File: config.mk
export PLATFORM = sky130hd
export DESIGN_NAME = serial_subtractor
export DESIGN_NICKNAME = d
export VERILOG_FILES = /design/src/rtl/serial_subtractor.sv
export SDC_FILE = /design/constraint.sdc
export NUM_CORES = 1
export LEC_CHECK = 0
export CELL_PAD_IN_SITES_DETAIL_PLACEMENT = 0
export CELL_PAD_IN_SITES_GLOBAL_PLACEMENT = 1
export CORE_UTILIZATION = 42
export CTS_BUF_LIST = sky130_fd_sc_hd__clkbuf_2 sky130_fd_sc_hd__clkbuf_4 sky130_fd_sc_hd__clkbuf_8
export CTS_CLUSTER_DIAMETER = 150
export DETAILED_ROUTE_END_ITERATION = 7
export PLACE_DENSITY_LB_ADDON = 0.1
export SLEW_MARGIN = 20
export SYNTH_ARGS = -nofsm -noshare
export SYNTH_HDL_FRONTEND = slang
export SYNTH_SLANG_ARGS = --single-unit
File: constraint.sdc
create_clock -name clk -period 2.1 [get_ports clk]
set_input_delay 0.42 -clock clk [delete_from_list [all_inputs] [get_ports clk]]
set_output_delay 0.42 -clock clk [all_outputs]
set_load 0.02 [all_outputs]
File: src/rtl/serial_subtractor.sv
// rtl/serial_subtractor.sv - bit-serial adder/subtractor with valid/ready operand and result handshakes
//
// One full-adder cell and a carry/borrow flop process the operands LSB first,
// one bit per clock. A result is presented exactly WIDTH cycles after the
// operands are accepted and is held until the consumer takes it.
//
// Ports:
//   clk        clock, all state changes on the rising edge
//   rst        synchronous active-high reset
//   in_valid   operand pair a/b/sub is valid
//   in_ready   block can accept operands (IDLE only)
//   a          minuend / augend
//   b          subtrahend / addend
//   sub        1 = a-b, 0 = a+b
//   out_valid  result, cb and ovf are valid (DONE only)
//   out_ready  consumer accepts the result
//   result     a-b or a+b modulo 2^WIDTH
//   cb         carry-out (add) or borrow-out (sub)
//   ovf        signed two's-complement overflow

module serial_subtractor #(
  parameter int WIDTH = 8
) (
  input  logic             clk,
  input  logic             rst,
  input  logic             in_valid,
  output logic             in_ready,
  input  logic [WIDTH-1:0] a,
  input  logic [WIDTH-1:0] b,
  input  logic             sub,
  output logic             out_valid,
  input  logic             out_ready,
  output logic [WIDTH-1:0] result,
  output logic             cb,
  output logic             ovf
);

  localparam int CW = $clog2(WIDTH);
  localparam logic [CW-1:0] LAST = CW'(WIDTH - 1);

  typedef enum logic [1:0] {
    IDLE = 2'd0,
    RUN  = 2'd1,
    DONE = 2'd2
  } state_t;

  state_t          state;
  logic [CW-1:0]   cnt;
  logic [WIDTH-1:0] a_sr;
  logic [WIDTH-1:0] b_sr;
  logic            sub_r;
  logic            c_r;
  // Original operand MSBs; the shift registers have lost them by the last bit.
  logic            a_msb;
  logic            b_msb;

  logic a_i;
  logic b_i;
  logic p_i;
  logic sum_bit;
  logic c_next;
  logic ovf_next;

  assign a_i     = a_sr[0];
  assign b_i     = b_sr[0];
  assign p_i     = a_i ^ b_i;
  assign sum_bit = p_i ^ c_r;
  // Carry for add, borrow for subtract; the difference bit has the same form as the sum bit.
  assign c_next  = sub_r ? ((~a_i & b_i) | (c_r & ~p_i))
                         : ((a_i & b_i) | (c_r & p_i));
  // sum_bit is the result MSB when evaluated on the last bit.
  assign ovf_next = sub_r ? ((a_msb != b_msb) && (sum_bit != a_msb))
                          : ((a_msb == b_msb) && (sum_bit != a_msb));

  always_ff @(posedge clk) begin
    if (rst) begin
      state     <= IDLE;
      cnt       <= '0;
      a_sr      <= '0;
      b_sr      <= '0;
      sub_r     <= 1'b0;
      c_r       <= 1'b0;
      a_msb     <= 1'b0;
      b_msb     <= 1'b0;
      result    <= '0;
      cb        <= 1'b0;
      ovf       <= 1'b0;
      out_valid <= 1'b0;
      in_ready  <= 1'b1;
    end else begin
      case (state)
        IDLE: begin
          if (in_valid && in_ready) begin
            a_sr     <= a;
            b_sr     <= b;
            sub_r    <= sub;
            a_msb    <= a[WIDTH-1];
            b_msb    <= b[WIDTH-1];
            c_r      <= 1'b0;
            cnt      <= '0;
            in_ready <= 1'b0;
            state    <= RUN;
          end
        end
        RUN: begin
          a_sr   <= a_sr >> 1;
          b_sr   <= b_sr >> 1;
          // Result bits enter at the MSB so the LSB lands at bit 0 after WIDTH shifts.
          result <= {sum_bit, result[WIDTH-1:1]};
          c_r    <= c_next;
          cnt    <= cnt + CW'(1);
          if (cnt == LAST) begin
            cb        <= c_next;
            ovf       <= ovf_next;
            out_valid <= 1'b1;
            state     <= DONE;
          end
        end
        DONE: begin
          if (out_ready) begin
            out_valid <= 1'b0;
            in_ready  <= 1'b1;
            state     <= IDLE;
          end
        end
        default: begin
          out_valid <= 1'b0;
          in_ready  <= 1'b1;
          state     <= IDLE;
        end
      endcase
    end
  end

endmodule

==> results of run 1 <==
## power by group through the flow
stage	sequential, mW	clock, mW	combinational (mW)
2_1_floorplan	0.802	0	0.207
3_3_place_gp	0.803	0	0.286
3_5_place_dp	0.805	0	0.292
4_1_cts	0.790	0.523	0.294
5_1_grt	0.797	0.570	0.322
6_report	0.790	0.509	0.291
## worst max-delay path by stage
stage	start	endpoint	slack, ns	cells past startpoint
floorplan	b_sr[0]$_SDFFE_PP0P_	ovf$_SDFFE_PP0P_	0.66	5
global placement	in_valid	b_sr[0]$_SDFFE_PP0P_	0.25	5
detailed placement	in_valid	b_sr[3]$_SDFFE_PP0P_	0.15	5
CTS	in_ready$_SDFFE_PP1P_	in_ready	0.37	1
global route	in_ready$_SDFFE_PP1P_	in_ready	0.32	1
finish	in_ready$_SDFFE_PP1P_	in_ready	0.38	1
## final cells by class
| class | count | share of cell area [%] |
|---|---|---|
| Clock buffer | 8 | 4.384 |
| Timing Repair Buffer | 39 | 17.90 |
| Multi-Input combinational cell | 137 | 38.92 |
| Sequential cell | 37 | 35.56 |
| Inverter | 2 | 0.3604 |
| Tap cell | 48 | 2.883 |
## metal layers
metal | track usage, % | vias to the layer above | wire length, microns
met3 | 5.282 | 6 | 143
li1 | - | 731 | -
met1 | 21.62 | 690 | 1618
met5 | 0 | - | 0
met4 | 5.833 | 0 | 47
met2 | 32.50 | 33 | 1708
## logic make-up (layout without fill, tap and decap cells)
group	count (synthesis)	in the layout	share of synthesized area [%]
XOR/XNOR	1	1	0.5332
multiplexers	1	1	0.6093
adder cells (fa/ha/maj)	4	4	3.960
AO/OA/AOI/OAI	42	42	19.80
flip-flops	37	37	45.09
AND/OR/NAND/NOR	89	89	23.91
buffers and inverters	18	49	6.093
## per-stage QoR
step	cells	worst slack [ns]	area [sq um]	total power, mW	hold WS, ns
detailed placement	263	0.1538	1992	1.097	0.4566
global route	271	0.3155	2083	1.690	0.4896
global placement	263	0.2462	1992	1.089	0.4429
finish	271	0.3792	2083	1.590	0.4613
floorplan	192	0.6553	1643	1.008	0.4451
CTS	271	0.3672	2083	1.606	0.4662
## cells in the final DEF (no fill, tap or decap), types with 5 or more instances in the layout
cell / instances
nand2_1: 56
dfxtp_1: 37
clkdlybuf4s50_1: 32
a21oi_1: 22
nor3_1: 15
a311oi_1: 8
a311oi_2: 7
buf_4: 7
nand3_1: 6
clkbuf_8: 5
## flip-flops by register name, indices dropped and copies added, names as in the netlist, 2 cells and up
name / flops
a_sr: 8
b_sr: 8
result: 8
cnt: 3
state: 2
==> results.sh, run 1 <==
export IMPL_die_h_microns=64.54
export IMPL_grt_remaining_overflow=0
export IMPL_finalClockSkew_ns=0.004942
export IMPL_cp_slowest_cell="clkdlybuf4s50_1"
export IMPL_cts_setup_buffers=0
export IMPL_fin_util_pct=56.06
export IMPL_root_buffer="clkbuf_8"
export IMPL_p_clk_share_pct=32.0
export IMPL_die_w_microns=64.54
export IMPL_io_pins=33
export IMPL_start_util_pct=44.21
export IMPL_yosysMostFrequentCell="nand2_1"
export IMPL_gp_congestion=0.7689
export IMPL_max_stage_delay_ns=0.63
export IMPL_holdPathEnd="result[0]$_SDFFE_PP0N_"
export IMPL_max_freq_mhz=581.1
export IMPL_grt_pass1_wl_microns=5989
export IMPL_end_kind="output port"
export IMPL_timing_final_crit_share_pct=81.94
export IMPL_syn_inst=192
export IMPL_cts_path_max_buffers=2
export IMPL_switchingPower_uw=426.2
export IMPL_numCtsBuffers=5
export IMPL_cp_required_ns=1.68
export IMPL_ant_nets=0
export IMPL_antenna_found_initial=0
export IMPL_ys_flop_type="dfxtp_1"
export IMPL_peakVddDrop_uv=479.9
export IMPL_grt_pass1_vias=1376
export IMPL_synth_top_area_share_pct=45.09
export IMPL_gr_usage_all_layers_pct=18.54
export IMPL_insertedDiodeCount=0
export IMPL_yosys_warnings=0
export IMPL_syn_num_nets=217
export IMPL_grt_max_degree=44
export IMPL_crit_buf_inv=1
export IMPL_cts_hold_buf=0
export IMPL_reg2reg_slack_ns=0.54
export IMPL_worst_hold_path_num_cells=2
export IMPL_switching_share_pct=26.81
export IMPL_path_cells="clkdlybuf4s50_1"
export IMPL_ys_top_cells_by_area="dfxtp_1, nand2_1, a21oi_1"
export IMPL_regArea_sq_um=740.7
export IMPL_syn_avg_cell_area_sq_um=8.556
export IMPL_ys_types=28
export IMPL_reg2reg_depth=5
export IMPL_status="completed"
export IMPL_port_buffers=32
export IMPL_maxSlewHeadroom_pct=71.84
export IMPL_fillCellCount=369
export IMPL_area_growth_pct=26.81
export IMPL_seq_area_frac_synth_pct=45.09
export IMPL_multi_input_area_sq_um=810.8
export IMPL_drive_gt1_share_pct=10.76
export IMPL_coreArea_sq_um=3716
export IMPL_cts_resized=0
export IMPL_dpl_hpwl_microns=2325
export IMPL_clock_latency_ns=0.28
export IMPL_first_iter_violations=117
export IMPL_hold_class="flip-flop to flip-flop"
export IMPL_cts_sinks=37
export IMPL_p_int_mw=1.164
export IMPL_p_seq_share_pct=49.7
export IMPL_hp_start="result[0]$_SDFFE_PP0N_"
export IMPL_max_slew_worst_pin_slew_ns=0.4224
export IMPL_rows=22
export IMPL_fin_crit_ns=1.721
export IMPL_drtPass1Iterations=4
export IMPL_wl_per_cell_microns=12.98
export IMPL_r2r_start="b_sr[0]$_SDFFE_PP0P_"
export IMPL_setup_viol=0
export IMPL_worst_path_max_fanout=5
export IMPL_synth_seq_cells=37
export IMPL_combPwrFrac_pct=18.3
export IMPL_yosysTopAreaCell="dfxtp_1"
export IMPL_critPathArrivalTime_ns=1.30
export IMPL_htree_num_levels=2
export IMPL_crit_family="buffers and inverters"
export IMPL_vias=1460
export IMPL_async_flop_share_pct=0
export IMPL_nets=247
export IMPL_die_area_sq_um=4165
export IMPL_yosys_top_cells_count="nand2_1, dfxtp_1, a21oi_1, nor3_1, a311oi_1"
export IMPL_crit_type="flip-flop to output port"
export IMPL_drv_slew=0
export IMPL_rsz0062_at_grt="no"
export IMPL_clkTransAtPathRegs_ns=0.07
export IMPL_setup_tns_ns=0
export IMPL_synth_cell_area_sq_um=1643
export IMPL_cts_tree="yes"
export IMPL_drt_total_wl_microns=3518
export IMPL_r2r_end="ovf$_SDFFE_PP0P_"
export IMPL_viasPerCell=5.387
export IMPL_cap_violations=0
export IMPL_hold_violations=0
export IMPL_drcViolationCount=0
export IMPL_synth_edf_count=0
export IMPL_power_leakage_nw=0.7393
export IMPL_start_kind="flip-flop"
export IMPL_powerDensity_nw_per_um2=763.1
Power figures use the tool's default switching activity.
==> run 2, diff against run 1 <==
CORE_UTILIZATION = 35   (was 42)
clock period = 1.4 ns   (was 2.1 ns; I/O delays follow)
==> results.sh, run 2 (same netlist as run 1, synthesis figures left out) <==
export IMPL_status="finished with violations"
export IMPL_violations="negative setup slack"
export IMPL_setup_ws_ns=-0.1119
export IMPL_cts_sinks=37
export IMPL_cts_tree="yes"
export IMPL_maxSlewHeadroom_pct=80.22
export IMPL_end_kind="flip-flop"
export IMPL_die_w_microns=70.51
export IMPL_viasPerCell=5.139
export IMPL_worst_path_max_fanout=3
export IMPL_setup_viol=5
export IMPL_power_leakage_nw=0.8916
export IMPL_nets=259
export IMPL_max_slew_worst_pin_slew_ns=0.2963
export IMPL_critPathArrivalTime_ns=1.72
export IMPL_fin_crit_ns=1.512
export IMPL_grt_max_degree=38
export IMPL_layout_commonest_cell="nand2_1"
export IMPL_insertedDiodeCount=0
export IMPL_wl_met3_microns=135
export IMPL_cp_required_ns=1.61
export IMPL_powerDensity_nw_per_um2=1172
export IMPL_drv_slew=0
export IMPL_antenna_found_initial=0
export IMPL_drt_total_wl_microns=3939
export IMPL_die_h_microns=70.51
export IMPL_wl_per_cell_microns=13.72
export IMPL_gp_congestion=0.7384
export IMPL_io_pins=33
export IMPL_rsz0062_at_grt="yes"
export IMPL_met1Wirelength_microns=1767
export IMPL_rows=24
export IMPL_cts_hold_buf=0
export IMPL_dp_cells=276
export IMPL_finalClockSkew_ns=0.01056
export IMPL_drcViolationCount=0
export IMPL_grt_pass1_vias=1483
export IMPL_wl_met2_microns=1973
export IMPL_first_iter_violations=125
export IMPL_clkTransAtPathRegs_ns=0.08
export IMPL_power_total_mw=2.675
export IMPL_area_growth_pct=38.92
export IMPL_hold_violations=0
export IMPL_crit_type="flip-flop to flip-flop"
export IMPL_vias=1475
export IMPL_cts_path_max_buffers=2
export IMPL_numCtsBuffers=5
export IMPL_coreArea_sq_um=4444
export IMPL_port_buffers=32
export IMPL_grt_pass1_wl_microns=6520
export IMPL_hold_class="flip-flop to flip-flop"
export IMPL_reg_top3="a_sr: 8 flops, b_sr: 8 flops, result: 8 flops"
export IMPL_start_kind="flip-flop"
export IMPL_htree_num_levels=2
export IMPL_gr_usage_all_layers_pct=16.99
export IMPL_drive_gt1_share_pct=20.00
export IMPL_timing_final_crit_share_pct=108.0
export IMPL_grt_remaining_overflow=0
export IMPL_ant_nets=0
export IMPL_drtPass1Iterations=4
export IMPL_cap_violations=0
export IMPL_start_util_pct=36.97
export IMPL_final_cells=287
export IMPL_top_layer="met4"
export IMPL_layout_common_cells="nand2_1, dfxtp_1, a21oi_1, clkdlybuf4s50_1, nor3_1"
export IMPL_die_area_sq_um=4972
export IMPL_dpl_hpwl_microns=2592
export IMPL_peakVddDrop_uv=869.3
export IMPL_max_freq_mhz=661.4
export IMPL_clock_latency_ns=0.29
export IMPL_root_buffer="clkbuf_8"
export IMPL_setup_tns_ns=-0.1868
==> run 2: changes by cell type in the layout (fill, tap and decap cells not counted), moves of 5 or more <==
cell,change
buf_4,+6
dlygate4sd2_1,+12
clkdlybuf4s50_1,-12
buf_12,+5
dfxtp_1,-6
dfxtp_2,+6
==> run 2: worst max-delay path, stage by stage (launching register included) <==
cell and delay (ns):
dfxtp_2 0.34, inv_2 0.04, fa_1 0.56, nor2b_1 0.15, mux2i_1 0.09, a311oi_1 0.25
==> run 2: per-layer routing <==
layer / vias to the layer above / track usage [%]
met5: - / 0
met4: 0 / 6.803
met3: 6 / 5.628
met2: 17 / 30.10
met1: 704 / 18.69
li1: 748 / -
==> run 2: repair_timing <==
| item | in CTS | in global routing |
|---|---|---|
| resized for setup | 13 | 13 |
| cloned | 0 | 1 |
| setup endpoints to repair | 19 | 21 |
| pin swaps | 2 | 9 |
| hold endpoints to repair | 0 | 0 |
| setup buffers | 2 | 1 |
==> run 2: report_power, final <==
part           total [mW]  internal [mW]  switching (mW)
sequential           1.18           1.13          0.0512
clock               0.937          0.554           0.383
combinational       0.555          0.284           0.271
total                2.67           1.97           0.705
==> run 2: per-stage QoR <==
step / util [%] / setup WS [ns] / area, sq um / hold slack, ns
2_1_floorplan: - / 0.009231 / 1647 / 0.4160
3_3_place_gp: 47.94 / -0.2799 / 2131 / 0.4425
3_5_place_dp: 47.94 / -0.3272 / 2131 / 0.4476
4_1_cts: 50.53 / -0.09329 / 2246 / 0.4541
5_1_grt: 51.35 / -0.2400 / 2282 / 0.4871
6_report: 51.35 / -0.1119 / 2282 / 0.4521
==> run 2: path summary, 6_finish.rpt <==
check | startpoint | end | slack, ns | cells past startpoint
setup / recovery | c_r$_SDFFE_PP0P_ | ovf$_SDFFE_PP0P_ | -0.11 | 5
hold / removal | result[0]$_SDFFE_PP0N_ | result[0]$_SDFFE_PP0N_ | 0.45 | 2
setup reg to reg | c_r$_SDFFE_PP0P_ | ovf$_SDFFE_PP0P_ | -0.11 | 5
hold reg to reg | result[0]$_SDFFE_PP0N_ | result[0]$_SDFFE_PP0N_ | 0.45 | 2
==> run 2: cell type report <==
cell class	instances	area (sq um)
Multi-Input combinational cell	137	832.0
Clock inverter	2	38.79
Clock buffer	6	76.32
Tap cell	52	65.06
Sequential cell	37	748.2
Fill cell	443	2162
Inverter	2	7.507
Timing Repair Buffer	51	514.2
==> run 3, diff against run 2 <==
CORE_ASPECT_RATIO = 1.2   (was unset)
MAX_ROUTING_LAYER = met4   (was unset)
==> results.sh, run 3 (same netlist as run 1, synthesis figures left out) <==
export IMPL_root_buffer="clkbuf_8"
export IMPL_max_stage_delay_ns=0.59
export IMPL_rsz0062_at_grt="yes"
export IMPL_worst_path_max_fanout=3
export IMPL_area_growth_pct=35.19
export IMPL_hold_class="flip-flop to flip-flop"
export IMPL_dpl_hpwl_microns=2518
export IMPL_clkTransAtPathRegs_ns=0.07
export IMPL_cts_sinks=37
export IMPL_powerDensity_nw_per_um2=1114
export IMPL_layout_common_cells="nand2_1, dfxtp_1, a21oi_1, clkdlybuf4s50_1, nor3_1"
export IMPL_cts_hold_buf=0
export IMPL_drive_gt1_share_pct=16.45
export IMPL_setup_viol=1
export IMPL_port_buffers=32
export IMPL_power_leakage_nw=0.8638
export IMPL_crit_buf_inv=0
export IMPL_drv_slew=0
export IMPL_cts_tree="yes"
export IMPL_vias=1478
export IMPL_peakVddDrop_uv=640.9
export IMPL_setup_ws_ns=-0.09757
export IMPL_coreArea_sq_um=4392
export IMPL_finalClockSkew_ns=0.004804
export IMPL_start_util_pct=37.41
export IMPL_nets=256
export IMPL_timing_final_crit_share_pct=107.0
export IMPL_wl_per_cell_microns=13.67
export IMPL_drtPass1Iterations=4
export IMPL_die_w_microns=64.54
export IMPL_grt_remaining_overflow=0
export IMPL_clock_latency_ns=0.28
export IMPL_rows=26
export IMPL_violations="negative setup slack"
export IMPL_reg_top3="a_sr: 8 flops, b_sr: 8 flops, result: 8 flops"
export IMPL_first_iter_violations=55
export IMPL_placed_area_sq_um=2101
export IMPL_crit_family="adder cells"
export IMPL_start_kind="flip-flop"
export IMPL_fin_util_pct=50.57
export IMPL_drt_total_wl_microns=3922
export IMPL_antenna_found_initial=0
export IMPL_drcViolationCount=0
export IMPL_gp_congestion=0.7059
export IMPL_cts_path_max_buffers=2
export IMPL_crit_type="flip-flop to flip-flop"
export IMPL_cap_violations=0
export IMPL_ant_nets=0
export IMPL_power_total_mw=2.473
export IMPL_max_slew_worst_pin_slew_ns=0.3202
export IMPL_cp_required_ns=1.59
export IMPL_die_area_sq_um=4973
export IMPL_critPathArrivalTime_ns=1.69
export IMPL_cp_slowest_cell="fa_1"
export IMPL_viasPerCell=5.150
export IMPL_regArea_sq_um=749.5
export IMPL_maxSlewHeadroom_pct=78.62
export IMPL_grt_pass1_wl_microns=6706
export IMPL_multi_input_area_sq_um=822.0
export IMPL_gr_usage_all_layers_pct=18.06
export IMPL_layout_commonest_cell="nand2_1"
export IMPL_io_pins=33
export IMPL_insertedDiodeCount=0
export IMPL_grt_max_degree=44
export IMPL_numCtsBuffers=5
export IMPL_preCtsSetupSlack_ns=-0.3753
export IMPL_fillCellCount=430
export IMPL_status="finished with violations"
export IMPL_hold_violations=0
export IMPL_max_freq_mhz=667.8
export IMPL_grt_pass1_vias=1447
export IMPL_end_kind="flip-flop"
export IMPL_fin_crit_ns=1.498
export IMPL_htree_num_levels=2
export IMPL_path_cells="fa_1 -> nor2b_1 -> mux2i_1 -> a311oi_1"
export IMPL_die_h_microns=77.05
export IMPL_final_area_sq_um=2221
==> run 3: worst paths after layout <==
check | from | end | slack, ns | cells past startpoint
hold / removal | cb$_SDFFE_PP0P_ | cb$_SDFFE_PP0P_ | 0.45 | 2
setup reg to reg | a_sr[0]$_SDFFE_PP0P_ | ovf$_SDFFE_PP0P_ | -0.1 | 4
hold reg to reg | cb$_SDFFE_PP0P_ | cb$_SDFFE_PP0P_ | 0.45 | 2
setup / recovery | a_sr[0]$_SDFFE_PP0P_ | ovf$_SDFFE_PP0P_ | -0.1 | 4
==> run 3: worst min-delay path, cell delays in order (launching register included) <==
cell and delay (ns):
dfxtp_1 0.31, nand2_1 0.05, a21oi_1 0.05
==> run 3: cell type report <==
cell class | count | share of cell area [%]
clock buffer | 7 | 4.056
timing repair buffer | 48 | 21.69
multi-input combinational | 137 | 37.01
sequential | 37 | 33.75
tap | 56 | 3.155
inverter | 2 | 0.3380
==> run 3: stage by stage <==
step | std cells | hold WS (ns) | TNS, ns
finish | 287 | 0.4505 | -0.09757
global route | 287 | 0.4695 | -0.2048
CTS | 286 | 0.4528 | -0.1144
detailed placement | 277 | 0.4457 | -5.991
global placement | 277 | 0.4478 | -5.256
floorplan | 192 | 0.4160 | 0
==> run 3: what timing repair did <==
action | CTS | global route
setup endpoints to repair | 29 | 21
gates cloned | 1 | 0
pin swaps | 1 | 6
buffers inserted | 1 | 1
endpoints found under the hold margin | 0 | 0
gates resized for setup | 18 | 6
==> run 3: report_power, final <==
part           switching [mW]  leakage (nW)  total (mW)  internal [mW]
Sequential             0.0515         0.305        1.18           1.13
Combinational           0.261         0.511       0.527          0.267
Clock                   0.353        0.0477       0.762          0.410
==> run 3: per-layer routing <==
metal / wire [microns] / track usage (%)
met1: 1756 / 20.95
met2: 1975 / 29.79
met3: 133 / 4.911
met4: 57 / 6.000
met5: 0 / -
